`config.mk`:
```
export PLATFORM = sky130hd
export DESIGN_NAME = booth_mul_seq
export DESIGN_NICKNAME = d
export VERILOG_FILES = /design/src/rtl/booth_mul_pkg.sv /design/src/rtl/booth_pp_sel.sv /design/src/rtl/booth_mul_seq.sv
export SDC_FILE = /design/constraint.sdc
export NUM_CORES = 1
export LEC_CHECK = 0
export ABC_AREA = 0
export BUFFER_PORTS_ARGS = -buffer_cell sky130_fd_sc_hd__buf_2
export CORE_ASPECT_RATIO = 0.9
export CORE_MARGIN = 10
export CORE_UTILIZATION = 40
export CTS_CLUSTER_SIZE = 8
export DETAILED_ROUTE_END_ITERATION = 8
export PLACE_DENSITY = 0.56
export SYNTH_ARGS = -nofsm -noshare
export SYNTH_HDL_FRONTEND = slang
export SYNTH_SLANG_ARGS = --single-unit
```
`constraint.sdc`:
```
create_clock -name clk -period 9.7 [get_ports clk]
set_input_delay 0.485 -clock clk [delete_from_list [all_inputs] [get_ports clk]]
set_output_delay 0.485 -clock clk [all_outputs]
set_load 0.02 [all_outputs]
```
`src/rtl/booth_mul_pkg.sv`:
```
// Shared types and constants for the sequential radix-4 Booth multiplier.
// Optional feature macro: BOOTH_MUL_SEQ_EARLY_EXIT_EN (early termination).
package booth_mul_pkg;

    localparam int unsigned BOOTH_W_DEFAULT = 12;

    typedef enum logic [1:0] {
        ST_IDLE = 2'd0,
        ST_RUN  = 2'd1,
        ST_DONE = 2'd2
    } state_e;

    // Partial-product selection for one radix-4 Booth group
    typedef enum logic [2:0] {
        ZERO = 3'd0,
        PM   = 3'd1,
        P2M  = 3'd2,
        N2M  = 3'd3,
        NM   = 3'd4
    } booth_op_e;

    // Map {q[2k+1], q[2k], q[2k-1]} to the partial-product operation
    function automatic booth_op_e booth_decode(input logic [2:0] grp);
        booth_op_e op;
        case (grp)
            3'b001, 3'b010: op = PM;
            3'b011:         op = P2M;
            3'b100:         op = N2M;
            3'b101, 3'b110: op = NM;
            default:        op = ZERO;
        endcase
        return op;
    endfunction

endpackage

```
`src/rtl/booth_pp_sel.sv`:
```
// Radix-4 Booth partial-product generator: (group, M) -> signed W+2-bit product.
// Macro BOOTH_MUL_SEQ_EARLY_EXIT_EN does not affect this block.
module booth_pp_sel
    import booth_mul_pkg::*;
#(
    parameter int unsigned W = BOOTH_W_DEFAULT
) (
    input  logic [2:0]   i_group,
    input  logic [W-1:0] i_m,
    output logic [W+1:0] o_pp_c
);

    logic [W+1:0] w_m1;
    logic [W+1:0] w_m2;

    // Two guard bits keep -2M representable for the most negative M
    assign w_m1 = {{2{i_m[W-1]}}, i_m};
    assign w_m2 = {i_m[W-1], i_m, 1'b0};

    // Select the partial product for this group
    always_comb begin
        o_pp_c = '0;
        case (booth_decode(i_group))
            PM:      o_pp_c = w_m1;
            P2M:     o_pp_c = w_m2;
            N2M:     o_pp_c = -w_m2;
            NM:      o_pp_c = -w_m1;
            default: o_pp_c = '0;
        endcase
    end

endmodule

```
`src/rtl/booth_mul_seq.sv`:
```
// Iterative radix-4 Booth multiplier: one Booth group per RUN cycle,
// valid/ready handshake on both sides.
// Macro BOOTH_MUL_SEQ_EARLY_EXIT_EN: finish as soon as the remaining
// multiplier bits produce only zero groups.
module booth_mul_seq
    import booth_mul_pkg::*;
#(
    parameter int unsigned W = BOOTH_W_DEFAULT
) (
    input  logic           clk,
    input  logic           rst,
    input  logic           in_valid,
    output logic           in_ready,
    input  logic [W-1:0]   M,
    input  logic [W-1:0]   Q,
    output logic           out_valid,
    input  logic           out_ready,
    output logic [2*W-1:0] acc,
    output logic           busy
);

    localparam int unsigned KW    = $clog2(W/2);
    localparam int unsigned AW    = 2*W;
    localparam int unsigned K_MAX = W/2 - 1;

    state_e          r_state,     nx_state;
    logic [W-1:0]    r_m,         nx_m;
    logic [W-1:0]    r_q,         nx_q;
    logic [AW-1:0]   r_acc,       nx_acc;
    logic [KW-1:0]   r_k,         nx_k;
    logic            r_in_ready,  nx_in_ready;
    logic            r_out_valid, nx_out_valid;
    logic            r_busy,      nx_busy;

    logic [W:0]      w_qx;
    logic [2:0]      w_group;
    logic [W+1:0]    w_pp;
    logic [AW-1:0]   w_pp_ext;
    logic [AW-1:0]   w_pp_sh;
    logic            w_last;
    logic            w_exit;

    // Current Booth group, with the implicit Q[-1] = 0 appended below bit 0
    assign w_qx    = {r_q, 1'b0};
    assign w_group = w_qx[{r_k, 1'b0} +: 3];
    assign w_last  = (r_k == KW'(K_MAX));

    booth_pp_sel #(.W(W)) u_pp_sel (
        .i_group (w_group),
        .i_m     (r_m),
        .o_pp_c  (w_pp)
    );

    // Sign-extend the partial product to the accumulator width and weight it by 4^k
    assign w_pp_ext = {{(W-2){w_pp[W+1]}}, w_pp};
    assign w_pp_sh  = w_pp_ext << {r_k, 1'b0};

`ifdef BOOTH_MUL_SEQ_EARLY_EXIT_EN
    logic [W-1:0] w_hi;
    // Q[W-1:2k+1] all equal means every remaining group decodes to zero
    assign w_hi   = $signed(r_q) >>> ({r_k, 1'b0} + 1'b1);
    assign w_exit = (w_hi == '0) || (w_hi == '1);
`else
    assign w_exit = 1'b0;
`endif

    // Next-state and next-output logic
    always_comb begin
        nx_state     = r_state;
        nx_m         = r_m;
        nx_q         = r_q;
        nx_acc       = r_acc;
        nx_k         = r_k;
        nx_in_ready  = r_in_ready;
        nx_out_valid = r_out_valid;
        nx_busy      = r_busy;
        case (r_state)
            ST_IDLE: begin
                if (in_valid) begin
                    nx_m        = M;
                    nx_q        = Q;
                    nx_acc      = '0;
                    nx_k        = '0;
                    nx_state    = ST_RUN;
                    nx_in_ready = 1'b0;
                    nx_busy     = 1'b1;
                end
            end
            ST_RUN: begin
                nx_acc = r_acc + w_pp_sh;
                if (w_last || w_exit) begin
                    nx_state     = ST_DONE;
                    nx_out_valid = 1'b1;
                end else begin
                    nx_k = r_k + KW'(1);
                end
            end
            ST_DONE: begin
                if (out_ready) begin
                    nx_state     = ST_IDLE;
                    nx_out_valid = 1'b0;
                    nx_in_ready  = 1'b1;
                    nx_busy      = 1'b0;
                end
            end
            default: begin
                nx_state     = ST_IDLE;
                nx_out_valid = 1'b0;
                nx_in_ready  = 1'b1;
                nx_busy      = 1'b0;
            end
        endcase
    end

    // State and datapath registers with synchronous reset
    always_ff @(posedge clk) begin
        if (rst) begin
            r_state     <= ST_IDLE;
            r_m         <= '0;
            r_q         <= '0;
            r_acc       <= '0;
            r_k         <= '0;
            r_in_ready  <= 1'b1;
            r_out_valid <= 1'b0;
            r_busy      <= 1'b0;
        end else begin
            r_state     <= nx_state;
            r_m         <= nx_m;
            r_q         <= nx_q;
            r_acc       <= nx_acc;
            r_k         <= nx_k;
            r_in_ready  <= nx_in_ready;
            r_out_valid <= nx_out_valid;
            r_busy      <= nx_busy;
        end
    end

    assign in_ready  = r_in_ready;
    assign out_valid = r_out_valid;
    assign busy      = r_busy;
    assign acc       = r_acc;

endmodule

```
==> summary.md <==
| Metric | Value |
|---|---|
| Ant diodes | 0 |
| Vias in the first global route | around 4400 |
| Num rows | 38 |
| All-layer global routing usage | ~17% |
| Number of setup violations in the final report | 0 |
| H-tree depth | 2 |
| Total setup buffers inserted after CTS | 0 |
| Worst slew margin | between 20% and 30% |
| Share of total power in combinational logic | a little under a third |
| Max cap viols | 0 |
| Drt drc | 0 |
| TritonCTS clock tree | yes |
| Starting utilization of the core area | 40.5% |
| NumNets Final | 718 |
| Max-slew violation total from the final report | 0 |
| CTS sink count | 56 |
| Commonest non-fill, non-tap cell in the layout | nand2_1 |
| Final Skew | roughly 0.016 ns |
| Quantity of hold-fixing buffers added after cts | 0 |
| Number of hold violations in the final report | 0 |
| Transition at the pin with the smallest max-transition slack | between 1 and 1.5 ns |
| Number of antenna violations at the first check in global routing | 0 |
| Pint | between 400 and 500 uW |
| Data required time at the worst endpoint | a little under 10 ns |
| Clock Path Buffers | 2 |
| Number of unique standard cell types used by synthesis | 78 |
| Maximum number of pins on one net before global-route repair | 57 |
| PnR Total Power | between 600 and 700 uW |
| Hold Slack | 0.401 ns |
| Run status | complete, no violations |
| Number of storage elements in the synthesis netlist | 56 |
| Detailed-route wire length per cell | between 15 and 20 um |
| Later-pin clock latency in the skew report | 0.32 ns |
| CTS root buf | clkbuf_16 |
| Part of the total power dissipated in the clock network | approximately 29% |
| Horizontal die dimension | between 100 and 150 um |
| Die height | 124 um |
| Remaining antenna violation count | 0 |
| Final WL | about 15 mm |
| Register area share after synthesis | 23.2% |
| Time the final worst path needs with I/O delays and setup | 5.83 ns |
| Grt ovf | 0 |
| Routed vias | 4820 |
| Switching portion of total power | 36.5% |
| Leak pwr | 0.00229 uW |
| Ratio of routed vias to standard cells | 5.86 |
| Critical Path Fanout Max | 26 |
| Sw power | 240 uW |
| First-pass GRT wire length | 23.7 mm |
| Total CTS buffers | 5 |
| Post-synth EDFFs | 0 |
| Unrepaired setup endpoints after global routing | no |
| Data arrival time of the worst path | 6.04 ns |
| Cell Area, Synth | approximately 4800 um^2 |
| Clock transition at path regs | ~0.080 ns |
| Flop pwr share | 39.1% |
| Dominant register cell in the synthesized netlist | dfxtp_1 |
| Die Area | 16900 um^2 |
| Synthesized area per cell | 7.58 um^2 |
| Area growth from synthesis to layout | 9.76% |
| Final period utilization | roughly 60% |
| CTS resizes | 0 |
| Nature of the critical path endpoint | register |
| Type of the tightest min-delay check | input pin to register |
| # IOs | 55 |
| First-pass detailed-route iteration total | 5 |
| Crit path launch type | register |
| Commonest non-fill, non-tap cells in the layout | nand2_1, a21oi_1, dfxtp_1, buf_2, nand3_1 |
| Routability-driven placement congestion ratio | approximately 0.90 |
| Start-to-end type of the worst setup path | register to register |
| Utilization after layout | 44.5% |
| Share of layout cells above drive strength 1 | 15.1% |
| Maximum operating frequency | 171 MHz |
| Warning count from the yosys run | 0 |
| Proportion of register bits with asynchronous set or reset after synthesis | 0% |
| Area inside the core boundary | 11900 um^2 |
| Post-synthesis instance total | roughly 640 |
| Post-Route Setup TNS | 0 ns |
| Post-DP HPWL | 10.9 mm |
| Ratio of total power to cell area | ~120 nW/um^2 |
| Syn Nets | about 700 |
| IR Drop Worst-Case VDD | between 70 and 80 uV |
| Port Buffers | 54 |
| DR iter-0 viols | 403 |
Yosys cell counts (3+ instances only):
cell	number	area (um^2)
mux2_2	11	124
or2_2	3	18.8
xnor2_1	13	114
nor4_1	4	25.0
a32o_1	4	40.0
nand3_1	39	195
o21bai_1	6	45.0
buf_2	3	15.0
nor2b_1	3	18.8
dfxtp_1	56	1120
nand4b_1	4	35.0
mux2i_1	16	160
ha_1	27	338
a21o_1	12	90.1
nor3_1	11	55.1
a211oi_1	8	60.1
a31oi_1	4	25.0
and3_1	6	37.5
nor3b_1	6	45.0
xor2_1	11	96.3
mux4_2	4	90.1
nand2_1	107	402
a21oi_1	80	400
o21ai_0	23	115
buf_6	3	33.8
o32ai_1	4	35.0
or3_1	4	25.0
a211o_1	8	70.1
nor2_1	33	124
o21a_1	6	45.0
o21ai_1	4	20.0
clkbuf_1	33	124
a2111oi_0	5	43.8
inv_1	11	41.3
nand2b_1	5	31.3
o22ai_1	5	31.3
o211ai_1	5	37.5
per-stage QoR:
step	std cells	setup WS, ns	instance area [um^2]
finish	823	3.87	5310
global route	823	3.44	5310
CTS	823	3.93	5310
detailed placement	815	3.96	5160
global placement	815	3.99	5160
floorplan	638	4.98	4830
layer usage:
| layer | global-route usage (%) | wire [um] | up-vias |
|---|---|---|---|
| met5 | 0 | 0 | - |
| met4 | 4.13 | 168 | 0 |
| met3 | 3.83 | 952 | 12 |
| met2 | 24.8 | 6500 | 145 |
| met1 | 24.4 | 7150 | 2253 |
| li1 | - | - | 2410 |
worst max-delay path: stages (launching register included):
cell and delay [ns]:
dfxtp_1 0.45, buf_4 0.35, nand3b_1 0.17, o211a_1 0.23, nor3_1 0.87, a21o_1 0.23
o22ai_1 0.14, mux2_2 0.32, mux2_1 0.30, nor2_1 0.12, ha_1 0.30, o21a_1 0.20
o21a_1 0.21, a41o_1 0.33, a2111oi_0 0.51, o21bai_1 0.25, o31ai_1 0.35, mux2_2 0.38
sequential cells by signal, indices dropped and copies added (netlist names):
name / cells
out_valid: 1
in_ready: 1
acc: 24
r_state: 2
r_m: 12
r_k: 3
busy: 1
r_q: 12
power by group through the flow:
stage | Combinational (uW) | Sequential [uW] | Clock, uW
finish | 208 | 256 | 191
global route | 229 | 258 | 207
CTS | 206 | 256 | 198
detailed placement | 205 | 262 | 0
global placement | 203 | 261 | 0
floorplan | 153 | 261 | 0
layout make-up:
type	count	area, um^2
Fill cell	1232	6630
Multi-Input combinational cell	528	3490
Sequential cell	56	1120
Timing Repair Buffer	59	308
Tap cell	160	200
Clock buffer	5	125
Inverter	12	45.0
Clock inverter	3	21.3
cells by family (layout without fill, tap and decap cells):
family / after synthesis / in the layout / synth area share [%]
xor gates and xnor gates: 24 / 24 / 4.35
DFF: 56 / 56 / 23.2
adders and majority gates: 28 / 28 / 7.40
muxes: 33 / 33 / 8.28
AOI/OAI and AO/OA: 205 / 205 / 28.5
buffers and inverters: 54 / 79 / 4.81
and+or+nand+nor: 238 / 238 / 23.5
path summary, 6_finish.rpt:
check               from      end  slack [ns]  cells past startpoint
setup / recovery  r_k[0]  acc[22]        3.87                     17
hold reg to reg   r_q[6]   r_q[6]        0.46                      2
setup reg to reg  r_k[0]  acc[22]        3.87                     17
hold / removal      M[3]   r_m[3]        0.40                      3
(Power assumes the default switching activity.)
